**config.mk**
```make
export PLATFORM = sky130hd
export DESIGN_NAME = rv32_encoder_flat
export DESIGN_NICKNAME = d
export VERILOG_FILES = /design/src/rtl/rv32_encoder_if.sv /design/src/rtl/rv32_encoder.sv /design/src/flat_wrapper.sv
export SDC_FILE = /design/constraint.sdc
export NUM_CORES = 1
export LEC_CHECK = 0
export ABC_AREA = 1
export CORE_MARGIN = 4
export CORE_UTILIZATION = 45
export CTS_BUF_LIST = sky130_fd_sc_hd__clkbuf_4 sky130_fd_sc_hd__clkbuf_8
export DETAILED_ROUTE_END_ITERATION = 8
export HOLD_SLACK_MARGIN = 0.15
export PLACE_DENSITY_LB_ADDON = 0.08
export SLEW_MARGIN = 20
export SYNTH_ARGS = -nofsm -noshare
export SYNTH_HDL_FRONTEND = slang
export SYNTH_SLANG_ARGS = --single-unit
```
**constraint.sdc**
```tcl
create_clock -name clk -period 6 [get_ports clk]
set_clock_uncertainty 0.15 [all_clocks]
set_input_delay 1.2 -clock clk [delete_from_list [all_inputs] [get_ports clk]]
set_output_delay 1.2 -clock clk [all_outputs]
set_load 0.05 [all_outputs]
```
**src/rtl/rv32_encoder_if.sv**
```systemverilog
// ---------------------------------------------------------------------------
// rv32_encoder_if
//   Handshake bundle between a field producer, the rv32_encoder and the
//   consumer of the encoded words.
//
//   Input side  : in_valid / in_ready, plus the decoded fields
//                 in_op, in_rd, in_rs1, in_rs2, in_imm
//   Output side : out_valid / out_ready, plus out_inst and out_err
//
//   master : the environment. It drives the fields and out_ready.
//   slave  : the encoder. It drives in_ready and the output word.
// ---------------------------------------------------------------------------
interface rv32_encoder_if;
    logic        in_valid;
    logic        in_ready;
    logic [4:0]  in_op;
    logic [4:0]  in_rd;
    logic [4:0]  in_rs1;
    logic [4:0]  in_rs2;
    logic [31:0] in_imm;
    logic        out_valid;
    logic        out_ready;
    logic [31:0] out_inst;
    logic        out_err;

    modport master (
        output in_valid, in_op, in_rd, in_rs1, in_rs2, in_imm, out_ready,
        input  in_ready, out_valid, out_inst, out_err
    );

    modport slave (
        input  in_valid, in_op, in_rd, in_rs1, in_rs2, in_imm, out_ready,
        output in_ready, out_valid, out_inst, out_err
    );
endinterface

```
**src/rtl/rv32_encoder.sv**
```systemverilog
// ---------------------------------------------------------------------------
// rv32_encoder
//   Pipelined RV32I instruction encoder. This block is the inverse of the core's
//   instruction decoder. It takes decoded fields (opcode enum, register
//   indices, immediate) and produces 32-bit instruction words. The words
//   pass through an output FIFO that absorbs consumer backpressure.
//   Fields that cannot be encoded produce an error entry. An error entry
//   has out_err=1 and out_inst=0.
//
//   Ports
//     clk       : rising-edge clock
//     rst_n     : asynchronous active-low reset
//     bus       : rv32_encoder_if.slave (input fields plus output word handshakes)
//     enc_count : number of words pushed into the FIFO, modulo 2^16
//
//   Pipeline
//     S1   : one register holding the accepted fields.
//     push : S1 is encoded combinationally and written into the FIFO
//            when S1 is valid and the FIFO is not full.
// ---------------------------------------------------------------------------
module rv32_encoder #(
    parameter int DEPTH = 4
) (
    input  logic           clk,
    input  logic           rst_n,
    rv32_encoder_if.slave  bus,
    output logic [15:0]    enc_count
);

    localparam int AW = $clog2(DEPTH);
    localparam logic [AW:0] PTR_ONE  = (AW + 1)'(1);
    localparam logic [AW:0] PTR_WRAP = {1'b1, {AW{1'b0}}};

    // Opcode enum values, in the decoder's enumeration order. Value 31 is illegal.
    localparam logic [4:0] OP_LUI   = 5'd0;
    localparam logic [4:0] OP_AUIPC = 5'd1;
    localparam logic [4:0] OP_JAL   = 5'd2;
    localparam logic [4:0] OP_JALR  = 5'd3;
    localparam logic [4:0] OP_BEQ   = 5'd4;
    localparam logic [4:0] OP_BNE   = 5'd5;
    localparam logic [4:0] OP_BLT   = 5'd6;
    localparam logic [4:0] OP_BGE   = 5'd7;
    localparam logic [4:0] OP_BLTU  = 5'd8;
    localparam logic [4:0] OP_BGEU  = 5'd9;
    localparam logic [4:0] OP_LW    = 5'd10;
    localparam logic [4:0] OP_SW    = 5'd11;
    localparam logic [4:0] OP_ADDI  = 5'd12;
    localparam logic [4:0] OP_SLTI  = 5'd13;
    localparam logic [4:0] OP_SLTIU = 5'd14;
    localparam logic [4:0] OP_XORI  = 5'd15;
    localparam logic [4:0] OP_ORI   = 5'd16;
    localparam logic [4:0] OP_ANDI  = 5'd17;
    localparam logic [4:0] OP_SLLI  = 5'd18;
    localparam logic [4:0] OP_SRLI  = 5'd19;
    localparam logic [4:0] OP_SRAI  = 5'd20;
    localparam logic [4:0] OP_ADD   = 5'd21;
    localparam logic [4:0] OP_SUB   = 5'd22;
    localparam logic [4:0] OP_SLL   = 5'd23;
    localparam logic [4:0] OP_SLT   = 5'd24;
    localparam logic [4:0] OP_SLTU  = 5'd25;
    localparam logic [4:0] OP_XOR   = 5'd26;
    localparam logic [4:0] OP_SRL   = 5'd27;
    localparam logic [4:0] OP_SRA   = 5'd28;
    localparam logic [4:0] OP_OR    = 5'd29;
    localparam logic [4:0] OP_AND   = 5'd30;

    localparam logic [6:0] MAJ_LUI    = 7'b0110111;
    localparam logic [6:0] MAJ_AUIPC  = 7'b0010111;
    localparam logic [6:0] MAJ_JAL    = 7'b1101111;
    localparam logic [6:0] MAJ_JALR   = 7'b1100111;
    localparam logic [6:0] MAJ_BRANCH = 7'b1100011;
    localparam logic [6:0] MAJ_LOAD   = 7'b0000011;
    localparam logic [6:0] MAJ_STORE  = 7'b0100011;
    localparam logic [6:0] MAJ_OPIMM  = 7'b0010011;
    localparam logic [6:0] MAJ_OP     = 7'b0110011;

    localparam logic [6:0] F7_ALT = 7'b0100000;

    typedef enum logic [2:0] {
        FMT_R, FMT_I, FMT_S, FMT_B, FMT_U, FMT_J, FMT_SH, FMT_BAD
    } fmt_e;

    // ---------------- Stage 1 ----------------
    logic        s1_valid_reg;
    logic [4:0]  s1_op_reg;
    logic [4:0]  s1_rd_reg;
    logic [4:0]  s1_rs1_reg;
    logic [4:0]  s1_rs2_reg;
    logic [31:0] s1_imm_reg;

    // ---------------- FIFO state ----------------
    logic [AW:0] wr_ptr_reg;
    logic [AW:0] rd_ptr_reg;
    logic [31:0] fifo_inst_mem [DEPTH];
    logic        fifo_err_mem  [DEPTH];
    logic [15:0] enc_count_reg;

    logic fifo_full;
    logic fifo_empty;
    logic accept;
    logic push;
    logic pop;

    // The FIFO is full when the pointers have the same index and differ only
    // in the wrap bit.
    assign fifo_full  = ((wr_ptr_reg ^ rd_ptr_reg) == PTR_WRAP);
    assign fifo_empty = (wr_ptr_reg == rd_ptr_reg);

    // in_ready depends only on state. It does not depend on out_ready, so
    // there is no combinational path from the consumer to the producer.
    assign bus.in_ready = !s1_valid_reg || !fifo_full;
    assign accept       = bus.in_valid && bus.in_ready;
    assign push         = s1_valid_reg && !fifo_full;
    assign pop          = !fifo_empty && bus.out_ready;

    always_ff @(posedge clk or negedge rst_n) begin
        if (!rst_n) begin
            s1_valid_reg <= 1'b0;
            s1_op_reg    <= '0;
            s1_rd_reg    <= '0;
            s1_rs1_reg   <= '0;
            s1_rs2_reg   <= '0;
            s1_imm_reg   <= '0;
        end else if (accept) begin
            s1_valid_reg <= 1'b1;
            s1_op_reg    <= bus.in_op;
            s1_rd_reg    <= bus.in_rd;
            s1_rs1_reg   <= bus.in_rs1;
            s1_rs2_reg   <= bus.in_rs2;
            s1_imm_reg   <= bus.in_imm;
        end else if (push) begin
            s1_valid_reg <= 1'b0;
        end
    end

    // ---------------- Stage 2: opcode decode ----------------
    fmt_e       fmt;
    logic [6:0] maj;
    logic [2:0] f3;
    logic [6:0] f7;

    always_comb begin
        fmt = FMT_BAD;
        maj = 7'b0;
        f3  = 3'b000;
        f7  = 7'b0;
        case (s1_op_reg)
            OP_LUI:   begin fmt = FMT_U;  maj = MAJ_LUI;   end
            OP_AUIPC: begin fmt = FMT_U;  maj = MAJ_AUIPC; end
            OP_JAL:   begin fmt = FMT_J;  maj = MAJ_JAL;   end
            OP_JALR:  begin fmt = FMT_I;  maj = MAJ_JALR;   f3 = 3'b000; end
            OP_BEQ:   begin fmt = FMT_B;  maj = MAJ_BRANCH; f3 = 3'b000; end
            OP_BNE:   begin fmt = FMT_B;  maj = MAJ_BRANCH; f3 = 3'b001; end
            OP_BLT:   begin fmt = FMT_B;  maj = MAJ_BRANCH; f3 = 3'b100; end
            OP_BGE:   begin fmt = FMT_B;  maj = MAJ_BRANCH; f3 = 3'b101; end
            OP_BLTU:  begin fmt = FMT_B;  maj = MAJ_BRANCH; f3 = 3'b110; end
            OP_BGEU:  begin fmt = FMT_B;  maj = MAJ_BRANCH; f3 = 3'b111; end
            OP_LW:    begin fmt = FMT_I;  maj = MAJ_LOAD;   f3 = 3'b010; end
            OP_SW:    begin fmt = FMT_S;  maj = MAJ_STORE;  f3 = 3'b010; end
            OP_ADDI:  begin fmt = FMT_I;  maj = MAJ_OPIMM;  f3 = 3'b000; end
            OP_SLTI:  begin fmt = FMT_I;  maj = MAJ_OPIMM;  f3 = 3'b010; end
            OP_SLTIU: begin fmt = FMT_I;  maj = MAJ_OPIMM;  f3 = 3'b011; end
            OP_XORI:  begin fmt = FMT_I;  maj = MAJ_OPIMM;  f3 = 3'b100; end
            OP_ORI:   begin fmt = FMT_I;  maj = MAJ_OPIMM;  f3 = 3'b110; end
            OP_ANDI:  begin fmt = FMT_I;  maj = MAJ_OPIMM;  f3 = 3'b111; end
            OP_SLLI:  begin fmt = FMT_SH; maj = MAJ_OPIMM;  f3 = 3'b001; end
            OP_SRLI:  begin fmt = FMT_SH; maj = MAJ_OPIMM;  f3 = 3'b101; end
            OP_SRAI:  begin fmt = FMT_SH; maj = MAJ_OPIMM;  f3 = 3'b101; f7 = F7_ALT; end
            OP_ADD:   begin fmt = FMT_R;  maj = MAJ_OP;     f3 = 3'b000; end
            OP_SUB:   begin fmt = FMT_R;  maj = MAJ_OP;     f3 = 3'b000; f7 = F7_ALT; end
            OP_SLL:   begin fmt = FMT_R;  maj = MAJ_OP;     f3 = 3'b001; end
            OP_SLT:   begin fmt = FMT_R;  maj = MAJ_OP;     f3 = 3'b010; end
            OP_SLTU:  begin fmt = FMT_R;  maj = MAJ_OP;     f3 = 3'b011; end
            OP_XOR:   begin fmt = FMT_R;  maj = MAJ_OP;     f3 = 3'b100; end
            OP_SRL:   begin fmt = FMT_R;  maj = MAJ_OP;     f3 = 3'b101; end
            OP_SRA:   begin fmt = FMT_R;  maj = MAJ_OP;     f3 = 3'b101; f7 = F7_ALT; end
            OP_OR:    begin fmt = FMT_R;  maj = MAJ_OP;     f3 = 3'b110; end
            OP_AND:   begin fmt = FMT_R;  maj = MAJ_OP;     f3 = 3'b111; end
            default:  begin fmt = FMT_BAD; end
        endcase
    end

    // ---------------- Stage 2: field packing and range checks ----------------
    logic [31:0] imm;
    logic [31:0] enc_word;
    logic        enc_bad;
    logic [31:0] enc_inst;
    logic        enc_err;

    assign imm = s1_imm_reg;

    // Signed N-bit range check: every bit from N-1 up to 31 must equal the sign bit.
    // A format that does not use rs1, rs2 or rd encodes that field as zero,
    // whatever the input value.
    always_comb begin
        enc_word = 32'b0;
        enc_bad  = 1'b0;
        case (fmt)
            FMT_R: begin
                enc_word = {f7, s1_rs2_reg, s1_rs1_reg, f3, s1_rd_reg, maj};
            end
            FMT_I: begin
                enc_bad  = !((&imm[31:11]) || !(|imm[31:11]));
                enc_word = {imm[11:0], s1_rs1_reg, f3, s1_rd_reg, maj};
            end
            FMT_S: begin
                enc_bad  = !((&imm[31:11]) || !(|imm[31:11]));
                enc_word = {imm[11:5], s1_rs2_reg, s1_rs1_reg, f3, imm[4:0], maj};
            end
            FMT_B: begin
                enc_bad  = !((&imm[31:12]) || !(|imm[31:12])) || imm[0];
                enc_word = {imm[12], imm[10:5], s1_rs2_reg, s1_rs1_reg, f3,
                            imm[4:1], imm[11], maj};
            end
            FMT_U: begin
                enc_bad  = |imm[11:0];
                enc_word = {imm[31:12], s1_rd_reg, maj};
            end
            FMT_J: begin
                enc_bad  = !((&imm[31:20]) || !(|imm[31:20])) || imm[0];
                enc_word = {imm[20], imm[10:1], imm[11], imm[19:12], s1_rd_reg, maj};
            end
            FMT_SH: begin
                enc_bad  = |imm[31:5];
                enc_word = {f7, imm[4:0], s1_rs1_reg, f3, s1_rd_reg, maj};
            end
            default: begin
                enc_bad  = 1'b1;
            end
        endcase
    end

    // An error entry carries an all-zero instruction word.
    assign enc_err  = enc_bad;
    assign enc_inst = enc_bad ? 32'b0 : enc_word;

    // ---------------- Output FIFO ----------------
    // The storage has no reset. Its contents matter only between the pointers,
    // and reset makes both pointers equal.
    always_ff @(posedge clk) begin
        if (push) begin
            fifo_inst_mem[wr_ptr_reg[AW-1:0]] <= enc_inst;
            fifo_err_mem[wr_ptr_reg[AW-1:0]]  <= enc_err;
        end
    end

    always_ff @(posedge clk or negedge rst_n) begin
        if (!rst_n) begin
            wr_ptr_reg    <= '0;
            rd_ptr_reg    <= '0;
            enc_count_reg <= '0;
        end else begin
            if (push) begin
                wr_ptr_reg    <= wr_ptr_reg + PTR_ONE;
                enc_count_reg <= enc_count_reg + 16'd1;
            end
            if (pop) begin
                rd_ptr_reg <= rd_ptr_reg + PTR_ONE;
            end
        end
    end

    // The head of the FIFO is shown directly, with no bypass.
    // A word pushed into an empty FIFO appears one cycle after the push.
    assign bus.out_valid = !fifo_empty;
    assign bus.out_inst  = fifo_empty ? 32'b0 : fifo_inst_mem[rd_ptr_reg[AW-1:0]];
    assign bus.out_err   = fifo_empty ? 1'b0  : fifo_err_mem[rd_ptr_reg[AW-1:0]];
    assign enc_count     = enc_count_reg;

endmodule

```
**src/flat_wrapper.sv**
```systemverilog
// flat-port wrapper written by rule: the top's interface ports become plain ports
module rv32_encoder_flat 
#(
    parameter int DEPTH = 4
)
  (clk, rst_n, enc_count, bus_in_valid, bus_in_op, bus_in_rd, bus_in_rs1, bus_in_rs2, bus_in_imm, bus_out_ready, bus_in_ready, bus_out_valid, bus_out_inst, bus_out_err);
  rv32_encoder_if bus_i ();
  input  logic clk;
  input  logic rst_n;
  output logic [15:0] enc_count;
  input wire logic [$bits(bus_i.in_valid)-1:0] bus_in_valid;
  input wire logic [$bits(bus_i.in_op)-1:0] bus_in_op;
  input wire logic [$bits(bus_i.in_rd)-1:0] bus_in_rd;
  input wire logic [$bits(bus_i.in_rs1)-1:0] bus_in_rs1;
  input wire logic [$bits(bus_i.in_rs2)-1:0] bus_in_rs2;
  input wire logic [$bits(bus_i.in_imm)-1:0] bus_in_imm;
  input wire logic [$bits(bus_i.out_ready)-1:0] bus_out_ready;
  output wire logic [$bits(bus_i.in_ready)-1:0] bus_in_ready;
  output wire logic [$bits(bus_i.out_valid)-1:0] bus_out_valid;
  output wire logic [$bits(bus_i.out_inst)-1:0] bus_out_inst;
  output wire logic [$bits(bus_i.out_err)-1:0] bus_out_err;
  assign bus_i.in_valid = bus_in_valid;
  assign bus_i.in_op = bus_in_op;
  assign bus_i.in_rd = bus_in_rd;
  assign bus_i.in_rs1 = bus_in_rs1;
  assign bus_i.in_rs2 = bus_in_rs2;
  assign bus_i.in_imm = bus_in_imm;
  assign bus_i.out_ready = bus_out_ready;
  assign bus_in_ready = bus_i.in_ready;
  assign bus_out_valid = bus_i.out_valid;
  assign bus_out_inst = bus_i.out_inst;
  assign bus_out_err = bus_i.out_err;
  rv32_encoder #(.DEPTH(DEPTH)) u_core (.clk(clk), .rst_n(rst_n), .bus(bus_i), .enc_count(enc_count));
endmodule
```
Yosys cells after proc, flatten, opt, wreduce, memory -nomap -nowiden
Memory sizes are Yosys's and may differ from the RTL's. Cells that the tools add are included.

Register bits: 75. Bits in latches: 0. RAM bits: 132. Memory bits (read-only): 0. Input bits: 56. Memories kept: 2.

Memories: u_core.fifo_inst_mem (words 4, width 32, rd ports 1, clocked after Yosys merged registers in 0, write ports 1, RTL line rv32_encoder.sv:94) `logic [31:0] fifo_inst_mem [DEPTH];`; u_core.fifo_err_mem (words 4, width 1, rd ports 1, clocked after Yosys merged registers in 0, write ports 1, RTL line rv32_encoder.sv:95) `logic fifo_err_mem [DEPTH];`.

Add/sub/neg operators: 3. Multiply operators: 0. Div/mod/pow operators: 0. $lt $le $gt $ge: 0. Eq/ne operators: 38. Shift-type cells: 0. Multiplexer cells: 13. Bitwise gates (word level): 1. Reductions and logical operators: 44.

Operators with widths (count): 32-bit case mux with 7 select lines (1); 5-bit == test (second input constant) (15); 32-bit two-way mux (2); 7-bit case mux with 9 select lines (1); 3-bit case mux with 7 select lines (2); 5-bit by 4-bit == test with 1-bit output (second input constant) (8); 27-bit OR reduction (1); 12-bit OR reduction (2); 21-bit AND reduction (1); 21-bit OR reduction (1); 5-bit by 3-bit == test with 1-bit output (second input constant) (4); 20-bit AND reduction (1); 20-bit OR reduction (1); 3-bit OR reduction (6); 16-bit by 1-bit adder with 16-bit output (second input constant) (1); 3-bit == test (second input constant) (4); 12-bit AND reduction (1); 5-bit by 2-bit == test with 1-bit output (second input constant) (2); 10-bit OR reduction (1); 1-bit zero test (9); 9-bit OR reduction (1); 8-bit OR reduction (1); 3-bit by 1-bit adder with 3-bit output (second input constant) (2); 3-bit by 2-bit == test with 1-bit output (second input constant) (2); 16 further kinds (29).

Longest topological paths before layout
Gate-level depths: netlist (run 1).

Word-level depth: 7. Gate-level depth with buffers: 12. Depth with buffers taken out: 11.

Worst setup path before layout (run 1)
Ideal clock, no wire load.

Path type: reg-to-output. From: register u_core.rd_ptr_reg[0]. To: output bus_out_inst[1]. Arrival time: 1.964 ns. Required time: 4.650 ns. Path slack: 2.686 ns. Stages on the path, launching flop included: 10. Cells stage by stage: dfrtp_1 -> clkbuf_1 -> inv_1 -> buf_2 -> buf_1 -> nor2_1 -> o32ai_1 -> nand2_1 -> inv_1 -> buf_4.

Longest elaborated chain between the ends: 2. Elaborated cells on any way between the ends: 3.

RTL lines: start, declared (RTL line rv32_encoder.sv:93) `logic [AW:0] rd_ptr_reg;`; start signal, assigned (RTL line rv32_encoder.sv:258) `rd_ptr_reg <= rd_ptr_reg + PTR_ONE;`; memory read 4 x 32 bit / 3-bit == test (equally long branches); 32-bit two-way mux * (RTL line rv32_encoder.sv:266) `assign bus.out_inst = fifo_empty ? 32'b0 : fifo_inst_mem[rd_ptr_reg[AW-1:0]];`; end, declared (RTL line flat_wrapper.sv:20) `output wire logic [$bits(bus_i.out_inst)-1:0] bus_out_inst;`.

Mark *: on every way between the ends. The rest lies on a longest branch, timed or not.

Worst setup path in the final report (run 1)
From: register u_core.rd_ptr_reg[1]. To: output bus_out_inst[13].

The elaborated chain is that of the path after synthesis.

==> flow_summary_export.csv, run 1 <==
group,metric,value,unit
finish,largest_reg_flops,124,
finish,drive_above_1_share,11.53,%
cts,cts_resized,0,
cts,clk_latency,510,ps
pwr,finalPower,7.719,mW
sta,max_freq,222.5,MHz
cts,postCtsSetupBuffers,0,
global_route,overflow,0,
sta,slew_headroom,50.51,%
routing,drc,0,
routing,ant_nets,0,
finish,multiInputGateArea,3577,sq um
cts,clk_path_buf_depth,3,
sta,finalSetupViolCount,0,
critical_path,worstPathCellList,"buf_4 -> o21ai_0 -> o32ai_1 -> nand2_1 -> inv_1 -> clkdlybuf4s50_1",
critical_path,worst_setup_path_start_kind,"flop",
synthesis,synth.avg_cell_area,9.398,sq um
finish,fillCellCount,1924,
synthesis,synth_warnings,0,
global_route,antenna_found_initial,0,
min_path,hp-class,"flop to flop",
synthesis,ys_ff_latch,203,
finish,diodes,0,
sta,fin_tns_setup,0,ps
placement,gp_congestion,0.8496,
routing,wl_per_cell,16.28,um
finish,finish.instance_area,11910,sq um
cts,htree_levels,2,
sta,post-route-min-period,4493,ps
critical_path,path_class,"flop to output port",
routing,vias,7630,
synthesis,synth_cells,1052,
critical_path,end_kind,"output port",
global_route,grt_max_degree,52,
synthesis,synthFlopType,"edfxtp_1",
die,die_h,156.2,um
flow_run,cap_violations,0,
critical_path,path_max_fanout,44,
synthesis,synth_edf_count,128,
status,status,"finished clean",
finish,area_growth,20.50,%
synthesis,async_flop_share,36.95,%
sta,worst_slew_pin_slew,742.4,ps
routing,vias_per_cell,5.215,
die,dieArea,24410,sq um
finish,utilization,55.97,%
critical_path,crit_required,4650,ps
placement,port_buffers,106,
critical_path,crit_arrival,3140,ps
cts,ctsHoldBuffers,0,
cts,clkSlewWorstSetupHoldPaths,60,ps
pwr,cellLeakagePower,4.816,nW
global_route,grt_pass1_vias,7375,
finish,regArea,5722,sq um
routing,routed_wl,23820,um
cts,cts_root_buf,"clkbuf_8",
routing,drtIter0Drc,453,
pwr,vdd_drop_max,0.2570,mV
sta,min_period_over_period,74.89,%
die,die_width,156.2,um
global_route,grt_pass1_wl,38190,um
placement,hpwl,15790,um
critical_path,cp_slowest_cell,"dfrtp_1",
synthesis,ys_seq_area_share,57.86,%
sta,finalMaxSlewViolations,0,
sta,rsz0062_at_grt,"no",
synthesis,synth_cell_type_count,37,
sta,finalHoldViolations,0,
cts,clock-sinks,203,
die,num_rows,53,
routing,drtPass1Iterations,5,
cts,cts_made_buffers,36,
placement,detailed_place.area,11160,sq um
die,start_util,46.45,%
synthesis,syn-cell-area,9887,sq um
sta,holdWs,336.5,ps
die,io_pins,107,
global_route,gr-usage-all-layers,19.43,%
critical_path,slowest_delay,820,ps
cts,cts_tree,"yes",
synthesis,synth_nets,1114,
finish,fin_nets,1222,
pwr,powerDensity,647.9,nW/um^2
die,core,21290,sq um
## power by group
part	switching, mW	internal, mW	leakage [nW]
clock network	0.546	0.747	0.394
logic	2.74	1.17	2.33
registers	0.311	2.20	2.09
total	3.60	4.12	4.82
## path summary, 6_finish.rpt
path                                                  startpoint                                     to  slack, ps  depth (start not counted)
worst max-delay path            u_core.rd_ptr_reg[1]$_DFFE_PN0P_                       bus_out_inst[13]       1510                          6
worst min-delay path            u_core.wr_ptr_reg[2]$_DFFE_PN0P_       u_core.wr_ptr_reg[2]$_DFFE_PN0P_        340                          1
worst max register to register   u_core.s1_op_reg[4]$_DFFE_PN0P_  u_core.fifo_inst_mem[1][15]$_DFFE_PP_       2650                          8
worst min register to register  u_core.wr_ptr_reg[2]$_DFFE_PN0P_       u_core.wr_ptr_reg[2]$_DFFE_PN0P_        340                          1
max in group asynchronous                                  rst_n        u_core.s1_rd_reg[2]$_DFFE_PN0P_       4270                          2
min in group asynchronous                                  rst_n        u_core.enc_count[7]$_DFFE_PN0P_        450                          1
## synth_stat cells (all sizes together), types with 14 or more instances
library cell	instances	area share [%]
nand2	185	7.1
o32ai	32	2.8
a21oi	31	1.6
clkbuf	25	0.96
o211ai	16	1.2
inv	99	3.8
nor2	238	9.5
o21ai	72	3.6
dfrtp	75	19
buf	23	1.4
nand3	37	2.2
mux2	25	2.8
edfxtp	128	39
xor2	14	1.2
## final cells by class
cell class	count	area share [%]
Sequential cell	203	48.03
Multi-Input combinational cell	702	30.03
Timing Repair Buffer	118	9.641
Clock buffer	52	5.482
Inverter	99	3.119
Tap cell	275	2.888
Clock inverter	14	0.8192
## cell families after synthesis
logic type / after synthesis / synth area share (%)
and+or+nand+nor: 488 / 20.44
xor gates and xnor gates: 21 / 1.860
buffers and inverters: 147 / 6.087
adders and majority gates: 6 / 0.7593
muxes: 25 / 2.847
DFF: 203 / 57.86
AOI/OAI and AO/OA: 162 / 10.15
## cell usage in the layout (no fill, tap or decap), drive strengths merged
cell and n:
nor2 238, nand2 185, edfxtp 128, clkdlybuf4s50 105, inv 98, dfrtp 75
o21ai 72, clkbuf 52, nand3 37, o32ai 32, a21oi 31, mux2 25
o211ai 16, xor2 14, buf 13, nor3 12, clkinv 12, nand4 11
xnor2 7, ha 6, a22oi 5, o2111ai 3, nor4 2, nand3b 2
clkinvlp 2, and2 1, o311ai 1, o22ai 1, o221ai 1, bufinv 1
## worst max-delay path: cells and delay by family, from the launching register on
kind                   cells  cell delay (ps)
buffers and inverters      3             1370
DFF                        1              820
AOI/OAI and AO/OA          2              300
and+or+nand+nor            1              120
## stage by stage
step | setup WS, ps | std cells
CTS | 1439 | 1463
floorplan | 2686 | 1052
finish | 1507 | 1463
detailed placement | 2012 | 1397
global route | 1272 | 1463
global placement | 2047 | 1397
## routing by layer
metal | global-route usage (%) | routed length, um
met1 | 27.69 | 11060
met2 | 31.14 | 10960
met3 | 3.402 | 1381
met4 | 5.041 | 409
met5 | 0 | 0
Note: power is estimated with default switching activity, not from simulation.
==> run 2, diff against run 1 <==
Clock period 6 ns to 4.1 ns, I/O delays scaled along.
==> flow_summary_export.csv, run 2 (synthesis results as in run 1) <==
group,metric,value,unit
die,die_width,156.2,um
global_route,grt_pass1_vias,7383,
min_path,hp-class,"input port to async pin",
critical_path,path_max_fanout,24,
critical_path,critical_path_buf_inv_count,4,
routing,wl_per_cell,16.15,um
placement,detailed_place.area,11520,sq um
sta,post-route-min-period,3450,ps
routing,wirelength_met1,10760,um
critical_path,worstPathCellList,"clkinv_1 -> buf_4 -> nor2_1 -> o32ai_1 -> nand2_1 -> inv_1 -> buf_12",
placement,place_inst,1398,
placement,port_buffers,106,
routing,drtIter0Drc,517,
cts,cts_root_buf,"clkbuf_8",
finish,fin_nets,1222,
sta,finalMaxSlewViolations,0,
global_route,gr-usage-all-layers,19.46,%
global_route,antenna_found_initial,0,
sta,rsz0062_at_grt,"no",
finish,mostFrequentLayoutCells,"nor2_1, nand2_1, edfxtp_1, inv_1, dfrtp_1",
cts,cts_tree,"yes",
critical_path,slowest_delay,550,ps
routing,drc,0,
placement,gp_congestion,0.9055,
cts,ctsHoldBuffers,0,
critical_path,rr_worst_depth,9,
global_route,grt_max_degree,76,
finish,largest_reg_flops,124,
cts,clkSlewWorstSetupHoldPaths,60,ps
routing,top_layer,"met4",
flow_run,cap_violations,0,
cts,clk_latency,520,ps
die,io_pins,107,
finish,final_common_cell,"nor2_1",
critical_path,crit_arrival,2480,ps
critical_path,crit_required,3130,ps
critical_path,path_class,"flop to output port",
cts,cts_resized,0,
finish,drive_above_1_share,13.95,%
cts,postCtsSetupBuffers,0,
sta,slew_headroom,36.86,%
critical_path,critPathTopFamily,"buffers and inverters",
finish,finish.instance_area,12200,sq um
cts,cts_made_buffers,35,
sta,finalHoldViolations,0,
die,start_util,46.45,%
cts,clk_path_buf_depth,3,
placement,hpwl,15190,um
routing,ant_nets,0,
critical_path,end_kind,"output port",
die,dieArea,24410,sq um
finish,fin_cells,1458,
sta,max_freq,289.8,MHz
status,status,"finished clean",
routing,vias,7641,
cts,htree_levels,2,
sta,min_period_over_period,84.15,%
routing,routed_wl,23540,um
critical_path,rr_startpoint,"u_core.s1_op_reg[4]$_DFFE_PN0P_",
routing,wl_met3,1474,um
die,die_h,156.2,um
die,num_rows,53,
critical_path,cp_slowest_cell,"clkinv_1",
critical_path,ff2ff_setup_slack,1100,ps
die,core,21290,sq um
routing,dr_wl_met2,10950,um
routing,drtPass1Iterations,5,
sta,fin_tns_setup,0,ps
cts,clock-sinks,203,
global_route,grt_pass1_wl,37960,um
critical_path,reg2reg_to,"u_core.fifo_inst_mem[3][6]$_DFFE_PP_",
finish,diodes,0,
critical_path,worst_setup_path_start_kind,"flop",
sta,finalSetupViolCount,0,
routing,vias_per_cell,5.241,
finish,fillCellCount,1897,
finish,area_growth,23.42,%
sta,worst_slew_pin_slew,947.1,ps
global_route,overflow,0,
run 2: layout make-up:
class | instances | area, sq um | area share (%)
timing repair buffer | 119 | 1509 | 12.37
inverter | 99 | 371.6 | 3.045
clock buffer | 52 | 640.6 | 5.250
sequential | 203 | 5722 | 46.89
tap | 275 | 344.1 | 2.820
clock inverter | 8 | 38.79 | 0.3178
multi-input combinational | 702 | 3577 | 29.31
run 2: per-stage QoR:
step	hold slack, ps	setup WS (ps)	utilization, %
floorplan	310.7	1166	-
global placement	323.8	1213	54.14
detailed placement	333.1	1137	54.14
CTS	321.8	591.2	57.33
global route	350.1	369.2	57.33
finish	299.9	649.8	57.33
run 2: how the worst max path moves through the flow:
stage	from	endpoint	slack [ps]	depth (start not counted)
2_1_floorplan	u_core.rd_ptr_reg[0]$_DFFE_PN0P_	bus_out_inst[1]	1170	9
3_5_place_dp	u_core.s1_op_reg[4]$_DFFE_PN0P_	u_core.fifo_inst_mem[2][8]$_DFFE_PP_	1140	9
5_1_grt	u_core.rd_ptr_reg[0]$_DFFE_PN0P_	bus_out_inst[13]	370	7
3_3_place_gp	u_core.rd_ptr_reg[0]$_DFFE_PN0P_	bus_out_inst[31]	1210	7
4_1_cts	u_core.rd_ptr_reg[0]$_DFFE_PN0P_	bus_out_inst[6]	590	7
6_report	u_core.rd_ptr_reg[0]$_DFFE_PN0P_	bus_out_inst[6]	650	7
run 2: per-layer routing:
| metal | vias to the layer above | global-route usage (%) |
|---|---|---|
| li1 | 3748 | - |
| met1 | 3635 | 27.61 |
| met2 | 226 | 31.25 |
| met3 | 32 | 3.512 |
| met4 | 0 | 5.000 |
| met5 | - | 0 |
run 2: worst reg2reg max path: cells and delay by family, from the launching register on:
kind	cells	cell delay, ps
AO/OA/AOI/OAI	2	260
buffers and inverters	1	200
flip-flops	1	660
AND/OR/NAND/NOR	6	1440
Power of run 2 is not shown: default switching activity piles up to over one toggle a cycle in this logic, so the estimate is an artifact.
==> run 3, diff against run 2 <==
Clock period 4.1 ns to 3.15 ns, I/O delays scaled along.
==> flow_summary_export.csv, run 3 (synthesis results as in run 1) <==
group,metric,value,unit
status,status,"finished clean",
critical_path,path_max_fanout,18,
global_route,grt_pass1_vias,7247,
sta,finalSetupViolCount,0,
finish,diodes,0,
sta,rsz0062_at_grt,"no",
sta,worst_slew_pin_slew,605.2,ps
sta,max_freq,338.7,MHz
critical_path,crit_required,2370,ps
sta,min_period_over_period,93.73,%
sta,fin_tns_setup,0,ps
global_route,gr-usage-all-layers,19.28,%
die,core,21290,sq um
min_path,hp-class,"flop to flop",
global_route,grt_pass1_wl,37870,um
cts,cts_made_buffers,36,
finish,mostFrequentLayoutCells,"nor2_1, nand2_1, edfxtp_1, inv_1, dfrtp_1",
critical_path,slowest_delay,440,ps
critical_path,worst_setup_path_start_kind,"flop",
critical_path,critical_path_buf_inv_count,4,
critical_path,critPathTopFamily,"buffers and inverters",
sta,finalMaxSlewViolations,0,
routing,ant_nets,0,
routing,wl_per_cell,16.04,um
cts,htree_levels,2,
global_route,antenna_found_initial,0,
finish,drive_above_1_share,14.86,%
finish,area_growth,25.12,%
finish,fin_nets,1235,
cts,cts_root_buf,"clkbuf_8",
die,num_rows,53,
critical_path,path_class,"flop to output port",
routing,routed_wl,23630,um
sta,slew_headroom,59.55,%
finish,largest_reg_flops,124,
critical_path,end_kind,"output port",
flow_run,cap_violations,0,
cts,clk_latency,510,ps
placement,port_buffers,106,
die,die_width,156.2,um
die,io_pins,107,
cts,clock-sinks,203,
routing,drtPass1Iterations,5,
cts,cts_tree,"yes",
routing,drtIter0Drc,482,
critical_path,crit_arrival,2170,ps
die,dieArea,24410,sq um
cts,clk_path_buf_depth,3,
finish,fillCellCount,1896,
routing,drc,0,
placement,gp_congestion,0.9025,
cts,clkSlewWorstSetupHoldPaths,60,ps
global_route,grt_max_degree,82,
global_route,overflow,0,
routing,vias_per_cell,5.218,
critical_path,cp_slowest_cell,"dfrtp_2",
routing,vias,7686,
finish,final_common_cell,"nor2_1",
sta,post-route-min-period,2952,ps
sta,finalHoldViolations,0,
placement,hpwl,15470,um
die,die_h,156.2,um
die,start_util,46.45,%
critical_path,worstPathCellList,"clkinvlp_4 -> buf_4 -> nor2_1 -> o32ai_1 -> nand2_1 -> inv_1 -> buf_12",
-- run 3: cell count changes in the layout (fill, tap and decap cells not counted), moves of 2 or more --
cell        previous run  this run
clkinvlp_4             1         3
clkbuf_4              12         8
buf_12                35        39
buf_4                 13        20
clkinv_2               0         3
clkinv_1               7         9
-- run 3: metrics by stage --
stage | util (%) | instances | hold WS, ps | area, sq um | setup slack [ps]
after floorplan | - | 1052 | 184.4 | 9887 | 222.0
after global placement | 54.61 | 1405 | 324.8 | 11620 | 613.8
after detailed placement | 54.61 | 1405 | 325.8 | 11620 | 574.3
after CTS | 57.94 | 1469 | 337.4 | 12330 | 38.87
after global routing | 58.11 | 1473 | 350.8 | 12370 | 38.73
final | 58.11 | 1473 | 332.3 | 12370 | 197.6
-- run 3: what timing repair did --
item | 4_1_cts | 5_1_grt
buffers inserted | 0 | 4
endpoints found under the hold margin | 75 | 0
resized for setup | 0 | 2
endpoints found under the setup margin | 0 | 25
hold buffers | 1 | 0
-- run 3: routing by layer --
metal	global-route usage (%)	vias up	routed length, um
met5	0	-	0
met4	5.868	0	479
met3	3.678	51	1348
met2	29.28	221	10520
met1	28.34	3622	11280
li1	-	3792	-
-- run 3: layout make-up --
cell class              instances  area (sq um)  share of cell area [%]
clock buffers                  47         596.8                   4.825
inverters                      99         375.4                   3.034
clock inverters                16         102.6                  0.8294
flip-flops and latches        203          5722                   46.25
repair buffers                131          1653                   13.36
multi-input cells             702          3577                   28.92
well taps                     275         344.1                   2.781
-- run 3: path summary, 6_finish.rpt --
kind | from | endpoint | slack (ps) | depth (start not counted)
max | u_core.rd_ptr_reg[0]$_DFFE_PN0P_ | bus_out_inst[22] | 200 | 7
min | u_core.wr_ptr_reg[2]$_DFFE_PN0P_ | u_core.wr_ptr_reg[2]$_DFFE_PN0P_ | 330 | 1
max reg2reg | u_core.s1_op_reg[4]$_DFFE_PN0P_ | u_core.fifo_inst_mem[3][27]$_DFFE_PP_ | 500 | 7
min reg2reg | u_core.wr_ptr_reg[2]$_DFFE_PN0P_ | u_core.wr_ptr_reg[2]$_DFFE_PN0P_ | 330 | 1
max in group asynchronous | rst_n | u_core.rd_ptr_reg[0]$_DFFE_PN0P_ | 2000 | 3
min in group asynchronous | rst_n | u_core.enc_count[4]$_DFFE_PN0P_ | 530 | 3
-- run 3: worst register-to-register path, delay by kind of cell, from the launching register on --
kind	cells	cell delay [ps]
buffers and inverters	1	250
flip-flops	1	660
AO/OA/AOI/OAI	1	410
AND/OR/NAND/NOR	5	910
Power of run 3 is left out for the same reason.
